File: config.mk
export PLATFORM = sky130hd
export DESIGN_NAME = dmem_arbiter_flat
export DESIGN_NICKNAME = d
export VERILOG_FILES = /design/src/rtl/dmem_arbiter_if.sv /design/src/rtl/dmem_arbiter.sv /design/src/flat_wrapper.sv
export SDC_FILE = /design/constraint.sdc
export NUM_CORES = 1
export LEC_CHECK = 0
export CAP_MARGIN = 30
export CORE_ASPECT_RATIO = 0.75
export CORE_UTILIZATION = 43
export CTS_BUF_LIST = sky130_fd_sc_hd__clkbuf_8 sky130_fd_sc_hd__clkbuf_16
export CTS_CLUSTER_DIAMETER = 120
export DETAILED_ROUTE_END_ITERATION = 7
export PLACE_DENSITY = 0.81
export SYNTH_ARGS = -nofsm -noshare
export SYNTH_HDL_FRONTEND = slang
export SYNTH_SLANG_ARGS = --single-unit
File: constraint.sdc
create_clock -name i_clk -period 12.73 [get_ports i_clk]
set_input_delay 3.819 -clock i_clk [delete_from_list [all_inputs] [get_ports i_clk]]
set_output_delay 3.819 -clock i_clk [all_outputs]
set_load 0.1 [all_outputs]
File: src/rtl/dmem_arbiter_if.sv
// Handshake bundle between dmem_arbiter, its two requesters (core LSU on port 0,
// debug loader on port 1) and the single-port data memory.
interface dmem_arbiter_if #(
  parameter int ADDR_W = 32,
  parameter int DATA_W = 32
);
  logic              i_req_0;
  logic              i_req_1;
  logic              i_wren_0;
  logic              i_wren_1;
  logic [ADDR_W-1:0] i_addr_0;
  logic [ADDR_W-1:0] i_addr_1;
  logic [DATA_W-1:0] i_wdata_0;
  logic [DATA_W-1:0] i_wdata_1;
  logic              o_ack_0;
  logic              o_ack_1;
  logic [DATA_W-1:0] o_rdata_0;
  logic [DATA_W-1:0] o_rdata_1;
  logic              o_stall_core;
  logic              o_busy;
  logic              o_mem_en;
  logic              o_mem_wren;
  logic [ADDR_W-1:0] o_mem_addr;
  logic [DATA_W-1:0] o_mem_wdata;
  logic [DATA_W-1:0] i_mem_rdata;

  modport slave (
    input  i_req_0, i_req_1, i_wren_0, i_wren_1, i_addr_0, i_addr_1,
           i_wdata_0, i_wdata_1, i_mem_rdata,
    output o_ack_0, o_ack_1, o_rdata_0, o_rdata_1, o_stall_core, o_busy,
           o_mem_en, o_mem_wren, o_mem_addr, o_mem_wdata
  );

  modport master (
    output i_req_0, i_req_1, i_wren_0, i_wren_1, i_addr_0, i_addr_1,
           i_wdata_0, i_wdata_1, i_mem_rdata,
    input  o_ack_0, o_ack_1, o_rdata_0, o_rdata_1, o_stall_core, o_busy,
           o_mem_en, o_mem_wren, o_mem_addr, o_mem_wdata
  );
endinterface

File: src/rtl/dmem_arbiter.sv
// Round-robin arbiter sharing one single-port data memory between the core LSU
// (port 0) and the debug/loader port (port 1); one access in flight at a time.
module dmem_arbiter #(
  parameter int MEM_LAT = 1,
  parameter int ADDR_W  = 32,
  parameter int DATA_W  = 32
) (
  input logic           i_clk,
  input logic           i_rst,
  dmem_arbiter_if.slave bus
);
  localparam logic [1:0] IDLE  = 2'd0;
  localparam logic [1:0] ISSUE = 2'd1;
  localparam logic [1:0] WAIT  = 2'd2;
  localparam logic [1:0] RESP  = 2'd3;

  localparam int              CNT_W    = $clog2(MEM_LAT + 1);
  localparam logic [CNT_W-1:0] CNT_LOAD = CNT_W'(MEM_LAT);
  localparam logic [CNT_W-1:0] CNT_LAST = CNT_W'(1);

  logic [1:0]        state;
  logic              last_grant;
  logic              win;
  logic              pick;
  logic              wren_q;
  logic [ADDR_W-1:0] addr_q;
  logic [DATA_W-1:0] wdata_q;
  logic [CNT_W-1:0]  cnt;
  logic [DATA_W-1:0] rdata_0_q;
  logic [DATA_W-1:0] rdata_1_q;

  // On a tie the port that did not win last time goes; a lone requester always wins.
  // NOTE: every path assigns pick, so no latch can be inferred here.
  always_comb begin
    if (bus.i_req_0 && bus.i_req_1) pick = ~last_grant;
    else                            pick = bus.i_req_1;
  end

  // NOTE: non-blocking assignments so every register samples pre-edge values.
  always_ff @(posedge i_clk or posedge i_rst) begin
    if (i_rst) begin
      // NOTE: datapath registers are reset as well; mem bus and rdata must read 0 out of reset.
      state      <= IDLE;
      last_grant <= 1'b1;
      win        <= 1'b0;
      wren_q     <= 1'b0;
      addr_q     <= '0;
      wdata_q    <= '0;
      cnt        <= '0;
      rdata_0_q  <= '0;
      rdata_1_q  <= '0;
    end else begin
      case (state)
        IDLE: begin
          if (bus.i_req_0 || bus.i_req_1) begin
            win        <= pick;
            last_grant <= pick;
            wren_q     <= pick ? bus.i_wren_1  : bus.i_wren_0;
            addr_q     <= pick ? bus.i_addr_1  : bus.i_addr_0;
            wdata_q    <= pick ? bus.i_wdata_1 : bus.i_wdata_0;
            state      <= ISSUE;
          end
        end
        ISSUE: begin
          if (wren_q) begin
            state <= IDLE;
          end else begin
            cnt   <= CNT_LOAD;
            state <= WAIT;
          end
        end
        WAIT: begin
          if (cnt == CNT_LAST) begin
            if (win) rdata_1_q <= bus.i_mem_rdata;
            else     rdata_0_q <= bus.i_mem_rdata;
            state <= RESP;
          end else begin
            cnt <= cnt - CNT_LAST;
          end
        end
        RESP:    state <= IDLE;
        default: state <= IDLE;
      endcase
    end
  end

  logic in_issue;
  logic in_resp;
  logic done;

  assign in_issue = (state == ISSUE);
  assign in_resp  = (state == RESP);
  // Writes complete in the strobe cycle; reads complete in RESP.
  assign done     = (in_issue && wren_q) || in_resp;

  assign bus.o_ack_0      = done && !win;
  assign bus.o_ack_1      = done && win;
  assign bus.o_rdata_0    = rdata_0_q;
  assign bus.o_rdata_1    = rdata_1_q;
  assign bus.o_stall_core = bus.i_req_0 && !bus.o_ack_0;
  assign bus.o_busy       = (state != IDLE);
  assign bus.o_mem_en     = in_issue;
  assign bus.o_mem_wren   = in_issue && wren_q;
  assign bus.o_mem_addr   = addr_q;
  assign bus.o_mem_wdata  = wdata_q;
endmodule

File: src/flat_wrapper.sv
// flat-port wrapper written by rule: the top's interface ports become plain ports
module dmem_arbiter_flat 
#(
  parameter int MEM_LAT = 1,
  parameter int ADDR_W  = 32,
  parameter int DATA_W  = 32
)
  (i_clk, i_rst, bus_i_req_0, bus_i_req_1, bus_i_wren_0, bus_i_wren_1, bus_i_addr_0, bus_i_addr_1, bus_i_wdata_0, bus_i_wdata_1, bus_i_mem_rdata, bus_o_ack_0, bus_o_ack_1, bus_o_rdata_0, bus_o_rdata_1, bus_o_stall_core, bus_o_busy, bus_o_mem_en, bus_o_mem_wren, bus_o_mem_addr, bus_o_mem_wdata);
  dmem_arbiter_if #(.ADDR_W(ADDR_W), .DATA_W(DATA_W)) bus_i ();
  input logic i_clk;
  input logic i_rst;
  input wire logic [$bits(bus_i.i_req_0)-1:0] bus_i_req_0;
  input wire logic [$bits(bus_i.i_req_1)-1:0] bus_i_req_1;
  input wire logic [$bits(bus_i.i_wren_0)-1:0] bus_i_wren_0;
  input wire logic [$bits(bus_i.i_wren_1)-1:0] bus_i_wren_1;
  input wire logic [$bits(bus_i.i_addr_0)-1:0] bus_i_addr_0;
  input wire logic [$bits(bus_i.i_addr_1)-1:0] bus_i_addr_1;
  input wire logic [$bits(bus_i.i_wdata_0)-1:0] bus_i_wdata_0;
  input wire logic [$bits(bus_i.i_wdata_1)-1:0] bus_i_wdata_1;
  input wire logic [$bits(bus_i.i_mem_rdata)-1:0] bus_i_mem_rdata;
  output wire logic [$bits(bus_i.o_ack_0)-1:0] bus_o_ack_0;
  output wire logic [$bits(bus_i.o_ack_1)-1:0] bus_o_ack_1;
  output wire logic [$bits(bus_i.o_rdata_0)-1:0] bus_o_rdata_0;
  output wire logic [$bits(bus_i.o_rdata_1)-1:0] bus_o_rdata_1;
  output wire logic [$bits(bus_i.o_stall_core)-1:0] bus_o_stall_core;
  output wire logic [$bits(bus_i.o_busy)-1:0] bus_o_busy;
  output wire logic [$bits(bus_i.o_mem_en)-1:0] bus_o_mem_en;
  output wire logic [$bits(bus_i.o_mem_wren)-1:0] bus_o_mem_wren;
  output wire logic [$bits(bus_i.o_mem_addr)-1:0] bus_o_mem_addr;
  output wire logic [$bits(bus_i.o_mem_wdata)-1:0] bus_o_mem_wdata;
  assign bus_i.i_req_0 = bus_i_req_0;
  assign bus_i.i_req_1 = bus_i_req_1;
  assign bus_i.i_wren_0 = bus_i_wren_0;
  assign bus_i.i_wren_1 = bus_i_wren_1;
  assign bus_i.i_addr_0 = bus_i_addr_0;
  assign bus_i.i_addr_1 = bus_i_addr_1;
  assign bus_i.i_wdata_0 = bus_i_wdata_0;
  assign bus_i.i_wdata_1 = bus_i_wdata_1;
  assign bus_i.i_mem_rdata = bus_i_mem_rdata;
  assign bus_o_ack_0 = bus_i.o_ack_0;
  assign bus_o_ack_1 = bus_i.o_ack_1;
  assign bus_o_rdata_0 = bus_i.o_rdata_0;
  assign bus_o_rdata_1 = bus_i.o_rdata_1;
  assign bus_o_stall_core = bus_i.o_stall_core;
  assign bus_o_busy = bus_i.o_busy;
  assign bus_o_mem_en = bus_i.o_mem_en;
  assign bus_o_mem_wren = bus_i.o_mem_wren;
  assign bus_o_mem_addr = bus_i.o_mem_addr;
  assign bus_o_mem_wdata = bus_i.o_mem_wdata;
  dmem_arbiter #(.MEM_LAT(MEM_LAT), .ADDR_W(ADDR_W), .DATA_W(DATA_W)) u_core (.i_clk(i_clk), .i_rst(i_rst), .bus(bus_i));
endmodule
==> results.json, run 1 <==
{
  "final_max_slew_viol_count": 0,
  "ys_ff_latch": 134,
  "clk_pin_slew_ns": 0.06,
  "ys_types": 28,
  "worst_ep_required_time_ns": 8.91,
  "worst_slew_pin_slew_ns": 1.05,
  "critPathMaxStageDelay_ns": 1.13,
  "rows": 37,
  "gr-total-overflow": 0,
  "rsz0062_at_grt": "no",
  "dr.pass1.iters": 4,
  "met2_length_um": 9640,
  "run_status": "completed",
  "synth_area_leaders": "dfrtp_1 (54%), a211oi_1 (7.4%), a2bb2oi_2 (7.3%)",
  "insertedDiodeCount": 0,
  "slew_headroom": 0.298,
  "die_x_um": 140,
  "ff2ff_path_depth": 5,
  "postCtsHoldBufs": 0,
  "critPathLaunchType": "input pin",
  "drc": 0,
  "vias_per_cell": 5.38,
  "root_buffer": "clkbuf_16",
  "ys_top_cells_by_count": "dfrtp_1 (133), nand2_1 (65), a211oi_1 (61)",
  "critPathTopFamily": "buffers and inverters",
  "routed-via-count": 5021,
  "highest_layer": "met4",
  "tns_ns": 0,
  "synth_edf_count": 0,
  "grt_pass1_wl_um": 29400,
  "crit_slowest_cell": "clkdlybuf4s50_1",
  "ios": 300,
  "wl_per_cell_um": 20.3,
  "synth_area_per_cell_um2": 13.4,
  "grt_pass1_vias": 5355,
  "synth_most_common_cell": "dfrtp_1",
  "r2r_setup_slack_ns": 9.66,
  "gp_congestion": 0.804,
  "grt_max_degree": 79,
  "final.min_clock_period_ns": 9.56,
  "cp_max_fo": 4,
  "core_um2": 13800,
  "synth_flop_cell": "dfrtp_1",
  "clock-sinks": 134,
  "wl_met3_um": 1080,
  "hpwlAfterDp_um": 13000,
  "fin_nets": 911,
  "maxCapViolCount": 0,
  "htree_levels": 4,
  "drt_wl_total_um": 18900,
  "io_buffers": 299,
  "antenna_found_initial": 0,
  "setup_viol": 0,
  "die_height_um": 106,
  "endpoint_kind": "output pin",
  "crit_top_cell": "clkdlybuf4s50_1",
  "post-cts-setup-buffers": 0,
  "cts_max_path_buffers": 2,
  "r2r_end": "u_core.last_grant$_DFFE_PP1P_",
  "ctsResizeCount": 0,
  "synth_top_area_frac": 0.540,
  "syn_to_final_growth_pct": 60.1,
  "yosysTopAreaCell": "dfrtp_1",
  "hold_viol": 0,
  "drt_iter0_drc": 255,
  "path_cells": "clkdlybuf4s50_1 > nor2b_1 > clkdlybuf4s50_1",
  "netlist_instances": 459,
  "start_util": 0.445,
  "worst-setup-path-type": "input pin to output pin",
  "cp-endpoint": "bus_o_stall_core",
  "path_depth": 3,
  "drive_above_1_share": 0.202,
  "yosysSeqAreaShare": 0.544,
  "wl_met1_um": 7740,
  "die_area_um2": 14800,
  "cts_buffers": 17,
  "cp.arrival_ns": 5.74,
  "max_freq_ghz": 0.105,
  "grtUsageTotal": 0.258,
  "cts_tree": "yes",
  "skew_ns": 0.0120,
  "startpoint": "bus_i_req_0",
  "path_buf_inv": 2,
  "synth_warnings": 0,
  "async_reset_ff_frac": 1.00,
  "synth_area_um2": 6160,
  "fin_crit_sh": 0.751,
  "min_path_type": "flip-flop to flip-flop",
  "clk_latency_ns": 0.41,
  "antenna_left": 0,
  "synthesis.nets": 625
}
==> registers in the layout (all words and copies together), names as in the netlist, named ones only <==
register,cells
u_core.bus.o_mem_addr,32
u_core.bus.o_mem_wdata,32
u_core.bus.o_rdata_0,32
u_core.bus.o_rdata_1,32
u_core.cnt,1
u_core.last_grant,1
u_core.state,1
u_core.win,1
u_core.wren_q,1
==> worst min path at each step <==
| stage | startpoint | end | depth (start not counted) | slack, ns |
|---|---|---|---|---|
| 4_1_cts | u_core.cnt$_DFFE_PP0P_ | u_core.cnt$_DFFE_PP0P_ | 1 | 0.48 |
| 3_5_place_dp | u_core.cnt$_DFFE_PP0P_ | u_core.cnt$_DFFE_PP0P_ | 1 | 0.47 |
| 3_3_place_gp | u_core.cnt$_DFFE_PP0P_ | u_core.cnt$_DFFE_PP0P_ | 1 | 0.45 |
| 5_1_grt | u_core.cnt$_DFFE_PP0P_ | u_core.cnt$_DFFE_PP0P_ | 1 | 0.51 |
| 2_1_floorplan | u_core.cnt$_DFFE_PP0P_ | u_core.cnt$_DFFE_PP0P_ | 1 | 0.44 |
| 6_report | u_core.cnt$_DFFE_PP0P_ | u_core.cnt$_DFFE_PP0P_ | 1 | 0.48 |
==> metrics by stage <==
stage | area, um2 | hold slack (ns) | instances | utilization | setup WS, ns
final | 9870 | 0.484 | 933 | 0.713 | 3.17
after global routing | 9870 | 0.512 | 933 | 0.713 | 3.14
after CTS | 9840 | 0.481 | 932 | 0.711 | 3.16
after detailed placement | 9210 | 0.468 | 900 | 0.665 | 3.16
after global placement | 9130 | 0.454 | 897 | 0.660 | 3.16
after floorplan | 6160 | 0.440 | 459 | - | 3.76
==> worst reg2reg max path: cells and delay by family (launching register included) <==
family / cells / cell delay, ns
and+or+nand+nor: 2 / 1.22
muxes: 1 / 0.42
DFF: 1 / 0.42
buffers and inverters: 2 / 0.94
==> cells in the final DEF (no fill, tap or decap), types with 3 or more instances in the layout <==
master	Yosys	routed
clkdlybuf4s50_1	0	299
dfrtp_1	133	133
nand2_1	65	65
a211oi_1	61	61
a2bb2oi_1	35	35
mux2_2	35	35
a2bb2oi_2	30	30
mux2_4	30	30
clkbuf_16	0	17
buf_4	4	7
a211oi_2	4	4
bufinv_16	0	4
clkinv_4	0	4
or2_2	1	3
inv_1	3	3
o21ai_0	3	3
inv_6	0	3
buf_16	0	3
==> logic make-up after synthesis <==
logic type             synth area share
DFF                               0.544
muxes                             0.139
and+or+nand+nor                  0.0530
AOI/OAI and AO/OA                 0.210
buffers and inverters            0.0538
==> routing by layer <==
layer / vias up / track usage
met5: - / 0
met4: 0 / 0.0934
met3: 26 / 0.0572
met2: 206 / 0.445
met1: 2512 / 0.318
li1: 2277 / -
==> area by class of cell <==
cell class                      instances  area (um2)
Clock buffer                           18         439
Clock inverter                         14         198
Fill cell                             937        3970
Inverter                                3        13.8
Multi-Input combinational cell        279        2500
Sequential cell                       134        3350
Tap cell                              175         219
Timing Repair Buffer                  310        3150
Power of run 1 is left out: the tool's default activity adds up to more than one toggle a clock period on the data nets, which glitch-free logic cannot reach.
==> run 2: changes to the inputs <==
--- a/config.mk
+++ b/config.mk
@@ -7,11 +7,11 @@
 export LEC_CHECK = 0
 export CAP_MARGIN = 30
 export CORE_ASPECT_RATIO = 0.75
-export CORE_UTILIZATION = 43
+export CORE_UTILIZATION = 37
 export CTS_BUF_LIST = sky130_fd_sc_hd__clkbuf_8 sky130_fd_sc_hd__clkbuf_16
 export CTS_CLUSTER_DIAMETER = 120
 export DETAILED_ROUTE_END_ITERATION = 7
-export PLACE_DENSITY = 0.81
+export PLACE_DENSITY = 0.74
 export SYNTH_ARGS = -nofsm -noshare
 export SYNTH_HDL_FRONTEND = slang
 export SYNTH_SLANG_ARGS = --single-unit
==> constraint.sdc (replaced) <==
create_clock -name i_clk -period 8.5 [get_ports i_clk]
set_input_delay 2.55 -clock i_clk [delete_from_list [all_inputs] [get_ports i_clk]]
set_output_delay 2.55 -clock i_clk [all_outputs]
set_load 0.1 [all_outputs]
==> run 2 against run 1 <==
Die area rose by 16%. Routed wire length rose by 1.9%. Clock skew fell by 0.0045 ns. Critical path type unchanged.
==> results.json, run 2 (same netlist as run 1, synthesis figures left out) <==
{
  "final-seq-area_um2": 3350,
  "dr.pass1.iters": 4,
  "run_status": "completed",
  "maxCapViolCount": 0,
  "clk_latency_ns": 0.42,
  "grt_pass1_vias": 5265,
  "grtUsageTotal": 0.225,
  "grt_max_degree": 68,
  "rsz0062_at_grt": "no",
  "cts_buffers": 17,
  "start_util": 0.381,
  "worst-setup-path-type": "input pin to output pin",
  "gr-total-overflow": 0,
  "wl_met3_um": 1170,
  "drt_wl_total_um": 19300,
  "drc": 0,
  "postCtsHoldBufs": 0,
  "final.min_clock_period_ns": 7.02,
  "antenna_left": 0,
  "clk_pin_slew_ns": 0.06,
  "mostFrequentLayoutCells": "clkdlybuf4s50_1 (299), dfrtp_1 (133), nand2_1 (65)",
  "die_x_um": 151,
  "fin_cells": 967,
  "skew_ns": 0.00753,
  "placedCellCount": 935,
  "wl_per_cell_um": 19.9,
  "worst_slew_pin_slew_ns": 1.04,
  "clock-sinks": 134,
  "io_buffers": 299,
  "cts_max_path_buffers": 2,
  "antenna_found_initial": 0,
  "met2_length_um": 9550,
  "cts_tree": "yes",
  "gp_congestion": 0.772,
  "ios": 300,
  "vias_per_cell": 5.19,
  "htree_levels": 4,
  "root_buffer": "clkbuf_16",
  "pre_cts_slack_ns": 1.48,
  "hpwlAfterDp_um": 13200,
  "r2r_setup_slack_ns": 5.97,
  "fin_nets": 910,
  "endpoint_kind": "output pin",
  "min_path_type": "flip-flop to flip-flop",
  "die_height_um": 114,
  "insertedDiodeCount": 0,
  "setup_viol": 0,
  "worst_ep_required_time_ns": 5.95,
  "post-cts-setup-buffers": 0,
  "wl_met1_um": 8140,
  "critPathLaunchType": "input pin",
  "cp.arrival_ns": 4.47,
  "fin_ws_ns": 1.48,
  "multi_input_area_um2": 2500,
  "highest_layer": "met4",
  "tns_ns": 0,
  "ctsResizeCount": 0,
  "slew_headroom": 0.306,
  "hold_viol": 0,
  "rows": 40,
  "drive_above_1_share": 0.201,
  "final_max_slew_viol_count": 0,
  "mostFrequentLayoutCell": "clkdlybuf4s50_1",
  "cp_max_fo": 4,
  "fin_crit_sh": 0.826,
  "die_area_um2": 17200,
  "syn_to_final_growth_pct": 59.9,
  "routed-via-count": 5019,
  "max_freq_ghz": 0.143,
  "core_um2": 16200,
  "drt_iter0_drc": 164,
  "fillers": 1246,
  "grt_pass1_wl_um": 29300
}
## run 2: cell count changes in the layout (fill, tap and decap cells not counted), sizes merged
cell and change:
buf -1, clkinv -3, clkinvlp +2, clkbuf -1
bufinv -2, inv +4
## run 2: per-layer routing
metal | vias up | GRT usage
met2 | 207 | 0.371
met4 | 0 | 0.0873
met3 | 27 | 0.0504
li1 | 2266 | -
met5 | - | 0
met1 | 2519 | 0.288
## run 2: worst paths after layout
| check | start | endpoint | cells past startpoint |
|---|---|---|---|
| min in group asynchronous | i_rst | u_core.bus.o_mem_wdata[28]$_DFFE_PP0P_ | 2 |
| max in group asynchronous | i_rst | u_core.bus.o_mem_wdata[12]$_DFFE_PP0P_ | 3 |
| worst max-delay path | bus_i_req_0 | bus_o_stall_core | 3 |
| worst min-delay path | u_core.cnt$_DFFE_PP0P_ | u_core.cnt$_DFFE_PP0P_ | 1 |
| worst max register to register | flip-flop | u_core.bus.o_mem_addr[9]$_DFFE_PP0P_ | 5 |
| worst min register to register | u_core.cnt$_DFFE_PP0P_ | u_core.cnt$_DFFE_PP0P_ | 1 |
## run 2: through the flow
stage	area [um2]	util	hold slack [ns]
after global placement	9170	0.567	0.452
after floorplan	6160	-	0.440
after global routing	9860	0.610	0.487
after CTS	9860	0.610	0.472
after detailed placement	9260	0.573	0.456
final	9860	0.610	0.473
## run 2: layout make-up
class	instances	share of cell area
Timing Repair Buffer	309	0.317
Multi-Input combinational cell	279	0.254
Clock buffer	17	0.0432
Inverter	3	0.00140
Tap cell	210	0.0267
Clock inverter	15	0.0173
Sequential cell	134	0.340
## run 2: critical path, cell delays in order
cell and delay, ns:
clkdlybuf4s50_1 0.61, nor2b_1 0.17, clkdlybuf4s50_1 1.13
Power of run 2 is left out for the same reason.
==> run 3: changes to the inputs <==
==> constraint.sdc (replaced) <==
create_clock -name i_clk -period 6.1 [get_ports i_clk]
set_input_delay 1.83 -clock i_clk [delete_from_list [all_inputs] [get_ports i_clk]]
set_output_delay 1.83 -clock i_clk [all_outputs]
set_load 0.1 [all_outputs]
==> run 3 against run 2 <==
Sequential share of layout area barely moved. Final cell count rose by 0.10%. Largest cell class unchanged. Register-to-register slack got worse by 2.2 ns. Clock skew rose by 0.0037 ns. Critical path depth did not move. Routed wire length rose by 1.4%. Clock-buffer cell count rose by 1. Critical path type unchanged. Via count fell by 0.86%. Worst hold slack improved by 0.034 ns. Setup slack got worse by 0.12 ns.
==> results.json, run 3 (same netlist as run 1, synthesis figures left out) <==
{
  "run_status": "completed",
  "antenna_left": 0,
  "die_area_um2": 17200,
  "max_freq_ghz": 0.211,
  "mostFrequentLayoutCells": "clkdlybuf4s50_1 (298), dfrtp_1 (133), nand2_1 (65)",
  "worst_ep_required_time_ns": 4.27,
  "syn_to_final_growth_pct": 60.1,
  "io_buffers": 299,
  "grt_pass1_wl_um": 30000,
  "cp.arrival_ns": 2.91,
  "routed-via-count": 4976,
  "tns_ns": 0,
  "ios": 300,
  "maxCapViolCount": 0,
  "rows": 40,
  "fin_cells": 968,
  "clk_latency_ns": 0.42,
  "wl_per_cell_um": 20.2,
  "worst_slew_pin_slew_ns": 1.04,
  "clock-sinks": 134,
  "start_util": 0.381,
  "cts_buffers": 17,
  "drt_iter0_drc": 218,
  "hpwlAfterDp_um": 13500,
  "grt_pass1_vias": 5354,
  "hold_viol": 0,
  "cts_tree": "yes",
  "clk_pin_slew_ns": 0.06,
  "post-cts-setup-buffers": 0,
  "postCtsHoldBufs": 0,
  "drt_wl_total_um": 19500,
  "r2r_setup_slack_ns": 3.72,
  "skew_ns": 0.0112,
  "drive_above_1_share": 0.203,
  "grtUsageTotal": 0.231,
  "mostFrequentLayoutCell": "clkdlybuf4s50_1",
  "insertedDiodeCount": 0,
  "die_height_um": 114,
  "gp_congestion": 0.787,
  "cp_max_fo": 4,
  "drc": 0,
  "slew_headroom": 0.303,
  "gr-total-overflow": 0,
  "critPathLaunchType": "input pin",
  "root_buffer": "clkbuf_16",
  "dr.pass1.iters": 4,
  "placedCellCount": 934,
  "antenna_found_initial": 0,
  "grt_max_degree": 68,
  "min_path_type": "flip-flop to flip-flop",
  "final_max_slew_viol_count": 0,
  "cts_max_path_buffers": 2,
  "rsz0062_at_grt": "no",
  "die_x_um": 151,
  "endpoint_kind": "output pin",
  "vias_per_cell": 5.14,
  "fin_crit_sh": 0.776,
  "htree_levels": 4,
  "ctsResizeCount": 0,
  "fillers": 1261,
  "core_um2": 16200,
  "worst-setup-path-type": "input pin to output pin",
  "fin_nets": 911,
  "final.min_clock_period_ns": 4.74,
  "setup_viol": 0
}
## run 3: changes by cell type in the layout (fill, tap and decap cells not counted), sizes merged
cell and change:
inv -5, clkinv +3, buf +2, bufinv +1, clkbuf +1, clkdlybuf4s50 -1
## run 3: path summary, 6_finish.rpt
kind | startpoint | end | cells past startpoint
worst min register to register | u_core.bus.o_rdata_0[7]$_DFFE_PP0P_ | u_core.bus.o_rdata_0[7]$_DFFE_PP0P_ | 1
max in group asynchronous | i_rst | u_core.last_grant$_DFFE_PP1P_ | 3
worst min-delay path | u_core.bus.o_rdata_0[7]$_DFFE_PP0P_ | u_core.bus.o_rdata_0[7]$_DFFE_PP0P_ | 1
worst max register to register | flip-flop | u_core.bus.o_mem_wdata[26]$_DFFE_PP0P_ | 5
min in group asynchronous | i_rst | u_core.bus.o_mem_wdata[29]$_DFFE_PP0P_ | 2
worst max-delay path | bus_i_req_0 | bus_o_stall_core | 3
## run 3: final cells by class
class / instances / area, um2 / area share
flip-flops and latches: 134 / 3350 / 0.340
well taps: 210 / 263 / 0.0266
repair buffers: 310 / 3120 / 0.316
multi-input cells: 279 / 2500 / 0.254
inverters: 3 / 13.8 / 0.00139
clock inverters: 14 / 176 / 0.0179
clock buffers: 18 / 439 / 0.0445
## run 3: stage by stage
step | area, um2 | worst slack, ns | hold WS, ns | util
finish | 9870 | 1.36 | 0.507 | 0.611
global route | 9870 | 1.32 | 0.517 | 0.611
CTS | 9820 | 1.36 | 0.498 | 0.608
detailed placement | 9210 | 1.36 | 0.470 | 0.570
global placement | 9190 | 1.34 | 0.453 | 0.568
floorplan | 6160 | 0.689 | 0.440 | -
## run 3: critical path, cell delays in order
cell	delay, ns
clkdlybuf4s50_1	0.61
nor2b_1	0.17
buf_4	0.30
## run 3: metal layers
layer / part of all wire / global-route usage
met5: 0 / 0
met4: 0.020 / 0.0680
met3: 0.062 / 0.0608
met1: 0.42 / 0.288
met2: 0.50 / 0.394
Power of run 3 is left out for the same reason.
